==> src/rtl/cla_seq_pkg.sv <==
// Shared definitions for the sequential carry-lookahead adder: state
// encoding, default geometry and the 4-bit lookahead carry unit.
package cla_seq_pkg;

  typedef enum logic [1:0] {
    IDLE = 2'd0,
    RUN  = 2'd1,
    DONE = 2'd2
  } state_t;

  localparam int WIDTH_DEF = 32;
  localparam int SLICE_DEF = 8;

  // Number of slice passes per operation and the index width (minimum 1).
  function automatic int num_slices(input int width, input int slice);
    return width / slice;
  endfunction

  function automatic int idx_width(input int ns);
    return (ns > 1) ? $clog2(ns) : 1;
  endfunction

  localparam int NS_DEF    = WIDTH_DEF / SLICE_DEF;
  localparam int IDX_W_DEF = (NS_DEF > 1) ? $clog2(NS_DEF) : 1;

  // 4-bit lookahead carry unit: carries into bit positions 0..3.
  function automatic logic [3:0] lcu4_carry(input logic [3:0] p, input logic [3:0] g,
                                            input logic ci);
    logic [3:0] c;
    c[0] = ci;
    c[1] = g[0] | (p[0] & ci);
    c[2] = g[1] | (p[1] & g[0]) | (p[1] & p[0] & ci);
    c[3] = g[2] | (p[2] & g[1]) | (p[2] & p[1] & g[0]) | (p[2] & p[1] & p[0] & ci);
    return c;
  endfunction

  // 4-bit lookahead carry unit: group propagate/generate as {pp, gg}.
  function automatic logic [1:0] lcu4_pg(input logic [3:0] p, input logic [3:0] g);
    return {&p, g[3] | (p[3] & g[2]) | (p[3] & p[2] & g[1]) | (p[3] & p[2] & p[1] & g[0])};
  endfunction

endpackage

==> src/rtl/cla_seq_adder_slice.sv <==
// Combinational SLICE-bit carry-lookahead adder built from 4-bit groups
// with a second lookahead level across the group propagate/generate.
module cla_slice
  import cla_seq_pkg::*;
#(
  parameter int SLICE = SLICE_DEF
) (
  input  logic [SLICE-1:0] x,
  input  logic [SLICE-1:0] y,
  input  logic             ci,
  output logic [SLICE-1:0] s,
  output logic             co,
  output logic [SLICE-1:0] c
);

  localparam int NG = SLICE / 4;
  localparam int NL = (NG + 3) / 4;

  logic [SLICE-1:0]  p;
  logic [SLICE-1:0]  g;
  logic [NL*4-1:0]   gp;
  logic [NL*4-1:0]   gg;

  assign p = x ^ y;
  assign g = x & y;

  // Second level: one lookahead unit per four groups, chained when SLICE > 16.
  for (genvar li = 0; li < NL; li++) begin : g_l2
    logic       cin;
    logic [3:0] lc;
    logic [1:0] pg2;
    logic       cout_l;
    logic       unused_l2;
    if (li == 0) begin : g_first
      assign cin = ci;
    end else begin : g_next
      assign cin = g_l2[li-1].cout_l;
    end
    assign lc        = lcu4_carry(gp[4*li +: 4], gg[4*li +: 4], cin);
    assign pg2       = lcu4_pg(gp[4*li +: 4], gg[4*li +: 4]);
    assign cout_l    = pg2[0] | (pg2[1] & cin);
    assign unused_l2 = ^{lc, cout_l};
  end

  // First level: each 4-bit group takes its carry-in from the second level.
  for (genvar gi = 0; gi < NG; gi++) begin : g_grp
    logic [3:0] cc;
    logic [1:0] pg;
    assign cc             = lcu4_carry(p[4*gi +: 4], g[4*gi +: 4], g_l2[gi/4].lc[gi%4]);
    assign pg             = lcu4_pg(p[4*gi +: 4], g[4*gi +: 4]);
    assign c[4*gi +: 4]   = cc;
    assign gp[gi]         = pg[1];
    assign gg[gi]         = pg[0];
  end

  // Unused second-level lanes see neither propagate nor generate.
  if (NL * 4 > NG) begin : g_pad
    assign gp[NL*4-1:NG] = '0;
    assign gg[NL*4-1:NG] = '0;
  end

  if (NG % 4 == 0) begin : g_co_full
    assign co = g_l2[NL-1].cout_l;
  end else begin : g_co_part
    assign co = g_l2[NL-1].lc[NG%4];
  end

  assign s = p ^ c;

endmodule

==> src/rtl/cla_seq_adder.sv <==
// Multi-cycle WIDTH-bit add/subtract that reuses one SLICE-bit CLA slice,
// least-significant slice first, with valid/ready on both sides.
module cla_seq_adder
  import cla_seq_pkg::*;
#(
  parameter int WIDTH = WIDTH_DEF,
  parameter int SLICE = SLICE_DEF
) (
  input  logic             clk,
  input  logic             rst,
  input  logic             in_valid,
  output logic             in_ready,
  input  logic [WIDTH-1:0] a,
  input  logic [WIDTH-1:0] b,
  input  logic             sub,
  output logic             out_valid,
  input  logic             out_ready,
  output logic [WIDTH-1:0] sum,
  output logic             cout,
  output logic             ovf,
  output logic             zero
);

  localparam int NS    = num_slices(WIDTH, SLICE);
  localparam int IDX_W = idx_width(NS);

  state_t           state;
  logic [IDX_W-1:0] idx;
  logic             carry;
  logic [WIDTH-1:0] a_q;
  logic [WIDTH-1:0] b_q;
  logic [WIDTH-1:0] sum_nx;
  logic [SLICE-1:0] s_sl;
  logic [SLICE-1:0] c_sl;
  logic             co_sl;
  logic             last;

  cla_slice #(.SLICE(SLICE)) u_slice (
    .x  (a_q[int'(idx)*SLICE +: SLICE]),
    .y  (b_q[int'(idx)*SLICE +: SLICE]),
    .ci (carry),
    .s  (s_sl),
    .co (co_sl),
    .c  (c_sl)
  );

  assign last      = (idx == IDX_W'(NS - 1));
  assign in_ready  = (state == IDLE);
  assign out_valid = (state == DONE);

  // Merge the current slice result into the running sum.
  always_comb begin
    sum_nx = sum;
    sum_nx[int'(idx)*SLICE +: SLICE] = s_sl;
  end

  // Operand capture; subtraction stored as the one's complement of B.
  always_ff @(posedge clk) begin
    if (state == IDLE && in_valid) begin
      a_q <= a;
      b_q <= b ^ {WIDTH{sub}};
    end
  end

  // Sequencer: slice index, carry chain, result and flag registers.
  always_ff @(posedge clk or posedge rst) begin
    if (rst) begin
      state <= IDLE;
      idx   <= '0;
      carry <= 1'b0;
      sum   <= '0;
      cout  <= 1'b0;
      ovf   <= 1'b0;
      zero  <= 1'b0;
    end else begin
      case (state)
        IDLE: begin
          if (in_valid) begin
            carry <= sub;
            idx   <= '0;
            state <= RUN;
          end
        end
        RUN: begin
          sum   <= sum_nx;
          carry <= co_sl;
          idx   <= idx + IDX_W'(1);
          if (last) begin
            cout  <= co_sl;
            ovf   <= c_sl[SLICE-1] ^ co_sl;
            zero  <= (sum_nx == '0);
            state <= DONE;
          end
        end
        DONE: begin
          if (out_ready) state <= IDLE;
        end
        default: state <= IDLE;
      endcase
    end
  end

endmodule

==> config.mk <==
export PLATFORM = sky130hd
export DESIGN_NAME = cla_seq_adder
export DESIGN_NICKNAME = d
export VERILOG_FILES = /design/src/rtl/cla_seq_pkg.sv /design/src/rtl/cla_seq_adder_slice.sv /design/src/rtl/cla_seq_adder.sv
export SDC_FILE = /design/constraint.sdc
export NUM_CORES = 1
export LEC_CHECK = 0
export CAP_MARGIN = 20
export CORE_ASPECT_RATIO = 0.8
export CORE_MARGIN = 5
export CORE_UTILIZATION = 51
export DETAILED_ROUTE_END_ITERATION = 16
export PLACE_DENSITY = 0.77
export SLEW_MARGIN = 30
export SYNTH_ARGS = -nofsm -noshare
export SYNTH_HDL_FRONTEND = slang
export SYNTH_SLANG_ARGS = --single-unit
export TNS_END_PERCENT = 100
==> constraint.sdc <==
create_clock -name clk -period 4.68 [get_ports clk]
set_input_delay 0.702 -clock clk [delete_from_list [all_inputs] [get_ports clk]]
set_output_delay 0.702 -clock clk [all_outputs]
set_load 0.02 [all_outputs]
* Word level (Yosys, flattened, before mapping)
Index checks and enable logic that the tools add are counted.
** Cells by class
- $add $sub $neg :: 2
- Multipliers :: 0
- Divide/modulo/power cells :: 0
- Order comparisons :: 0
- Eq/ne operators :: 6
- Shift-type cells :: 4
- Mux-type cells :: 9
- Bitwise gates (word level) :: 58
- Reduce and logical (&&, ||, !) cells :: 9
** Operator list (number)
- variable part select 32 x 6 -> 8 bit :: 2
- negator 5 -> 33 bit :: 1
- variable shift 8 x 33 -> 32 bit (first input constant) :: 1
- variable part select 8 x 33 -> 32 bit :: 1
- AND 1 bit :: 32
- bitwise mux 32 bit :: 1
- zero test 32 bit :: 1
- bitwise XOR 32 bit :: 1
- OR 1 bit :: 21
- bitwise XOR 8 bit :: 2
- AND 8 bit :: 1
- two-way mux 2 bit :: 4
- AND reduction 4 bit :: 2
- case mux 2 bit (3 select lines) :: 1
- == test 2 bit (second input constant) :: 2
- inequality test 2 bit (second input constant) :: 2
- case mux 2 bit (2 select lines) :: 1
- AND reduction 2 bit :: 2
- AND reduction 3 bit :: 1
- adder 2 x 1 -> 2 bit (second input constant) :: 1
- == test 2 x 1 -> 1 bit (second input constant) :: 1
- zero test 2 bit :: 1
- inequality test 2 x 1 -> 1 bit (second input constant) :: 1
- case mux 1 bit (2 select lines) :: 1
- 4 further kinds :: 4
** Word-level totals
- Bits in registers :: 104
- Latch bits :: 0
- Memory bits (writable) :: 0
- Bits in read-only memories :: 0
- Output and inout port bits :: 37
- Memories :: 0

* Logic depth before layout (Yosys ltp)
- Word-level depth :: 13
- Gate-level depth with buffers :: 14

* Cells and area by module
A second synthesis with hierarchy kept.
** Second synthesis, totals
- Cell total of the unflattened synthesis :: 324
- Area, all modules :: 4828.4 um^2
** By module, submodules not included
- cla_seq_adder :: times used 1, cells each 280, area each 4454.3 um^2
- cla_slice :: times used 1, cells each 44, area each 374.1 um^2

* Least setup slack after synthesis
Ideal clock, no wire load.
- Kind :: register -> register
- Start point :: reg idx[0]
- End point :: reg zero
- Setup time :: 0.099 ns
- Arrival time :: 3.512 ns
- Path slack :: 1.068 ns
- Stages on the path, launching flop included :: 15
- Path buffers :: 2
- Period minus slack after synthesis :: 3.612 ns
- Cells stage by stage :: dfrtp_1 buf_2 buf_4 mux4_2 ha_1 a211oi_2 o21bai_1 a21o_1 fa_1 xnor2_2 o22ai_1 nor3_1 nand3_1 a2bb2oi_1 a311oi_1
** On the way
- Word-level cells in the longest chain between the ends :: 13
- Elaborated cells between the ends (all ways) :: 53
** RTL lines
- start: declaration :: line cla_seq_adder.sv:28 : logic [IDX_W-1:0] idx;
- start signal: assignment :: line cla_seq_adder.sv:87 : idx <= idx + IDX_W'(1);
- variable part select 32 x 6 -> 8 bit (on tied branches) :: line cla_seq_adder.sv:39, cla_seq_adder.sv:40
- bitwise XOR 8 bit or AND 8 bit (tied branches) :: line cla_seq_adder_slice.sv:24, cla_seq_adder_slice.sv:25
- AND 1 bit :: line cla_seq_pkg.sv:39 : return {&p, g[3] | (p[3] & g[2]) | (p[3] & p[2] & g[1]) | (p[3] & p[2] & p[1] & g[0])};
- OR 1 bit or AND 1 bit (tied branches) (2 in series) :: line cla_seq_pkg.sv:39
- OR 1 bit :: line cla_seq_pkg.sv:39
- OR 1 bit :: line cla_seq_pkg.sv:31 : c[1] = g[0] | (p[0] & ci);
- AND 1 bit (on tied branches) :: line cla_seq_pkg.sv:31, cla_seq_pkg.sv:32, cla_seq_pkg.sv:33
- OR 1 bit (on tied branches) :: line cla_seq_pkg.sv:31, cla_seq_pkg.sv:32, cla_seq_pkg.sv:33
- bitwise XOR 8 bit :: line cla_seq_adder_slice.sv:68 : assign s = p ^ c;
- variable part select 8 x 33 -> 32 bit :: line cla_seq_adder.sv:54 : sum_nx[int'(idx)*SLICE +: SLICE] = s_sl;
- bitwise mux 32 bit :: line cla_seq_adder.sv:54
- zero test 32 bit :: line cla_seq_adder.sv:91 : zero <= (sum_nx == '0);
- end signal: assignment :: line cla_seq_adder.sv:91
- end: declaration :: line cla_seq_adder.sv:21 : output logic zero
Several ways; a longest one is shown, not always the timed one.
A chain may end at the register's enable or synchronous reset.

* Final worst setup path
Same ends and word-level chain as after synthesis.

==> Flow_metrics.wiki <==
{| class="wikitable"
! Metric !! Value
|-
| Synth warnings || 0
|-
| CTS Root Cell || sky130_fd_sc_hd__clkbuf_16
|-
| Maximum number of pins on one net before global-route repair || 41
|-
| Max clock buf depth || 2
|-
| Rows || 31
|-
| Main combinational cell family by area after synthesis || compound AO/OA/AOI/OAI gates
|-
| Cts hold-fix bufs || 0
|-
| Clk network pwr share || 15.3%
|-
| Initial antenna violation count || 0
|-
| Comb pwr share || 54.0%
|-
| Sw Ratio || 42.19%
|-
| Area Growth Syn to Fin || 29.79%
|-
| CTS H-tree lvls || 3
|-
| Most frequent cells in the layout || sky130_fd_sc_hd__clkdlybuf4s50_1, sky130_fd_sc_hd__edfxtp_1, sky130_fd_sc_hd__dfrtp_1
|-
| TritonCTS buffer count || 9
|-
| Filler Cells Inserted || 656
|-
| Area used by sequential logic in the layout || 2923 um2
|-
| Maximum Capacitance Violations || 0
|-
| Total cell area at the placement stage || 5982 um2
|-
| Leading cell type in the layout, fill and taps excluded || sky130_fd_sc_hd__clkdlybuf4s50_1
|-
| Detail-routed net length per standard cell || 17.91 um
|-
| Arrival time of data at the critical path endpoint || 4120 ps
|-
| Post-synth EDFFs || 64
|-
| Data required time of the worst path || 4920 ps
|-
| Length of the first detailed-routing pass in iterations || 5
|-
| Type of element capturing the critical path || register
|-
| Cell Area, Synth || 4822 um2
|-
| Detailed-route via count || 3184
|-
| Highest cell delay on the worst timing path || 530 ps
|-
| Arithmetic-cell share of the synthesized area counting full adders, half adders and majority gates || 4.463%
|-
| Mux cell area share after synthesis || 7.888%
|-
| Post-synth ARST share || 38.46%
|-
| Full die area || 11510 um2
|-
| Clock skew after layout || 6.115 ps
|-
| Hold Path Class || reg -> reg
|-
| Resize count post-CTS || 0
|-
| Clock tree from TritonCTS || built
|-
| Total area of multi-input combinational cells || 1798 um2
|-
| Fraction of layout cells with a size suffix above 1 || 10.31%
|-
| # clock sinks || 104
|-
| Total grt overflow || 0
|-
| Aggregate global-route resource usage || 18.22%
|-
| Final Max Tran Viols || 0
|-
| Simple-gate portion of the synthesized area || 7.084%
|-
| Insertion delay to the later sink of the worst-skew pair || 340 ps
|-
| Top fanout value on the critical path || 10
|-
| # IOs || 106
|-
| Kind of cell adding the most delay to the critical path || compound AO/OA/AOI/OAI gates
|-
| DP Wirelength || 7.639 mm
|-
| Routability cong. || 0.8983
|-
| Post-layout minimum cycle time || 3877 ps
|-
| Std-Cell Core Area || 9154 um2
|-
| Number of global-route vias before repair || 3298
|-
| Count of different cell masters after synthesis || 47
|-
| Final hold violation count || 0
|-
| Count of inserted antenna diode cells || 0
|-
| Series of cell instances along the critical path || buf_4 -> mux4_2 -> ha_1 -> o21ai_0 -> o21bai_1 -> a21o_1 -> fa_1 -> xnor2_2 -> o22ai_1 -> nor3_1 -> nand3_1 -> a2bb2oi_1 -> a311oi_1
|-
| Net count after synthesis || 419
|-
| Count of buffer and inverter cells on the critical path || 1
|-
| Synthesized-area fraction occupied by xor and xnor cells || 7.551%
|-
| Wire length of the first global-routing pass || 16.85 mm
|-
| Timing-limited maximum frequency || 0.2579 GHz
|-
| Switching power || 1935 uW
|-
| DR DRC count || 0
|-
| Number of buffers added on ports || 105
|-
| Period utilization || 82.85%
|-
| Total number of nets in the final design || 527
|-
| Setup TNS || 0 ps
|-
| Transition time at the pin with the least slew margin || 949.0 ps
|-
| Startpoint of the lowest-slack hold path || cout
|-
| Finish-stage setup viols || 0
|-
| Proportion of synthesized chip area in sequential cells || 60.61%
|-
| Peak supply drop || 0.0003133 V
|-
| Origin of the critical flop-to-flop path || idx[0]
|-
| Chip height || 96.97 um
|-
| Final std cell area, no fill || 6259 um2
|-
| Cells after Synth || 334
|-
| Worst slew slack as a fraction of its limit || 36.60%
|-
| Initial standard-cell utilization of the core || 52.68%
|-
| Horizontal die dimension || 118.7 um
|-
| Run status || finished clean
|-
| Cell with the largest stage delay on the worst path || sky130_fd_sc_hd__dfrtp_1
|-
| Internal power || 2651 uW
|-
| Most used flip-flop cell after synthesis || sky130_fd_sc_hd__edfxtp_1
|-
| Setup repair bufs after CTS || 0
|-
| Mean number of vias per cell || 5.676
|-
| CTS clk-pin slew, worst paths || 70 ps
|-
| Count of nets left with antenna violations after detail routing || 0
|-
| FF+latch count, synth || 104
|-
| Startpoint kind of the worst setup timing path || register
|-
| Startpoint of the most critical setup path || idx[0]
|-
| Setup CP Type || reg -> reg
|-
| Post-synthesis compound-gate area fraction || 10.30%
|-
| Register share of total power || 30.7%
|-
| Initial DRC Count || 233
|-
| Post-Synthesis Mean Instance Area || 14.44 um2
|-
| Wire length after detailed routing || 10.05 mm
|-
| Leakage power total || 0.002408 uW
|-
| RSZ-0062 raised after global routing || no
|-
| Power density cells || 732.9 nW/um2
|}
routing by layer:
metal	track usage [%]	up-vias	wire length, um
met3	5.248	23	702
met4	5.877	0	223
met1	24.46	1538	4227
li1	-	1485	-
met5	0	-	0
met2	28.73	138	4892
cell usage after synthesis (2+ instances only):
| master | count | area share (%) |
|---|---|---|
| sky130_fd_sc_hd__edfxtp_1 | 64 | 40 |
| sky130_fd_sc_hd__dfrtp_1 | 40 | 21 |
| sky130_fd_sc_hd__xor2_1 | 34 | 6.2 |
| sky130_fd_sc_hd__nand2_1 | 25 | 1.9 |
| sky130_fd_sc_hd__o21ai_0 | 22 | 2.3 |
| sky130_fd_sc_hd__a22o_1 | 20 | 3.6 |
| sky130_fd_sc_hd__mux4_2 | 16 | 7.5 |
| sky130_fd_sc_hd__ha_1 | 14 | 3.6 |
| sky130_fd_sc_hd__a21oi_1 | 11 | 1.1 |
| sky130_fd_sc_hd__buf_2 | 9 | 0.93 |
| sky130_fd_sc_hd__inv_1 | 9 | 0.70 |
| sky130_fd_sc_hd__nor4_1 | 9 | 1.2 |
| sky130_fd_sc_hd__nor2_1 | 7 | 0.54 |
| sky130_fd_sc_hd__nor3_1 | 5 | 0.52 |
| sky130_fd_sc_hd__a21o_1 | 3 | 0.47 |
| sky130_fd_sc_hd__nand2b_1 | 3 | 0.39 |
| sky130_fd_sc_hd__nand3_1 | 3 | 0.31 |
| sky130_fd_sc_hd__nand3b_1 | 3 | 0.47 |
| sky130_fd_sc_hd__buf_4 | 2 | 0.31 |
| sky130_fd_sc_hd__fa_1 | 2 | 0.83 |
| sky130_fd_sc_hd__mux2i_1 | 2 | 0.42 |
| sky130_fd_sc_hd__nor2b_1 | 2 | 0.26 |
| sky130_fd_sc_hd__nor4b_1 | 2 | 0.36 |
| sky130_fd_sc_hd__o31ai_1 | 2 | 0.31 |
| sky130_fd_sc_hd__xnor2_1 | 2 | 0.36 |
| sky130_fd_sc_hd__xnor2_2 | 2 | 0.67 |
final cells by class:
class                   count  share of cell area [%]
clock buffers               9                   3.599
well taps                 115                   2.299
clock inverters             6                  0.8197
flip-flops and latches    104                   46.70
repair buffers            110                   17.31
multi-input cells         208                   28.73
inverters                   9                  0.5398
sequential cells by signal, indices dropped and copies added (netlist names):
signal and count:
idx 2, ovf 1, cout 1, sum 32, carry 1, b_q 32
zero 1, state 2, a_q 32
kinds of logic after synthesis:
family / Yosys count
adder cells (fa/ha/maj): 16
AO/OA/AOI/OAI: 70
multiplexers: 18
flip-flops: 104
buffers and inverters: 22
AND/OR/NAND/NOR: 65
XOR/XNOR: 39
final timing paths:
check | to | slack [ps] | cells after the start
min | cout | 490 | 2
max in group asynchronous | state[1] | 3540 | 3
max reg2reg | zero | 800 | 13
max | zero | 800 | 13
min reg2reg | cout | 490 | 2
min in group asynchronous | sum[14] | 790 | 3
power by group through the flow:
stage | clock network [uW] | logic (uW) | registers [uW]
finish | 702 | 2480 | 1410
global route | 761 | 2670 | 1440
CTS | 715 | 2480 | 1410
detailed placement | 0 | 2470 | 1430
global placement | 0 | 2430 | 1410
floorplan | 0 | 1590 | 1510
worst reg2reg max path, stage by stage, from the launching register on:
cell,delay [ps]
sky130_fd_sc_hd__dfrtp_1,530
sky130_fd_sc_hd__buf_4,300
sky130_fd_sc_hd__mux4_2,520
sky130_fd_sc_hd__ha_1,340
sky130_fd_sc_hd__o21ai_0,270
sky130_fd_sc_hd__o21bai_1,140
sky130_fd_sc_hd__a21o_1,210
sky130_fd_sc_hd__fa_1,400
sky130_fd_sc_hd__xnor2_2,280
sky130_fd_sc_hd__o22ai_1,140
sky130_fd_sc_hd__nor3_1,150
sky130_fd_sc_hd__nand3_1,90
sky130_fd_sc_hd__a2bb2oi_1,150
sky130_fd_sc_hd__a311oi_1,250
through the flow:
stage	worst slack, ps	hold WS [ps]	util, %	std cells	total power (uW)
after floorplan	1068	566.3	-	334	3099
after global placement	889.9	474.2	65.35	546	3841
after detailed placement	805.6	473.9	65.35	546	3893
after CTS	771.2	491.2	68.37	561	4605
after global routing	480.4	520.0	68.37	561	4872
final	802.5	487.7	68.37	561	4587
Power figures use the tool's default switching activity.
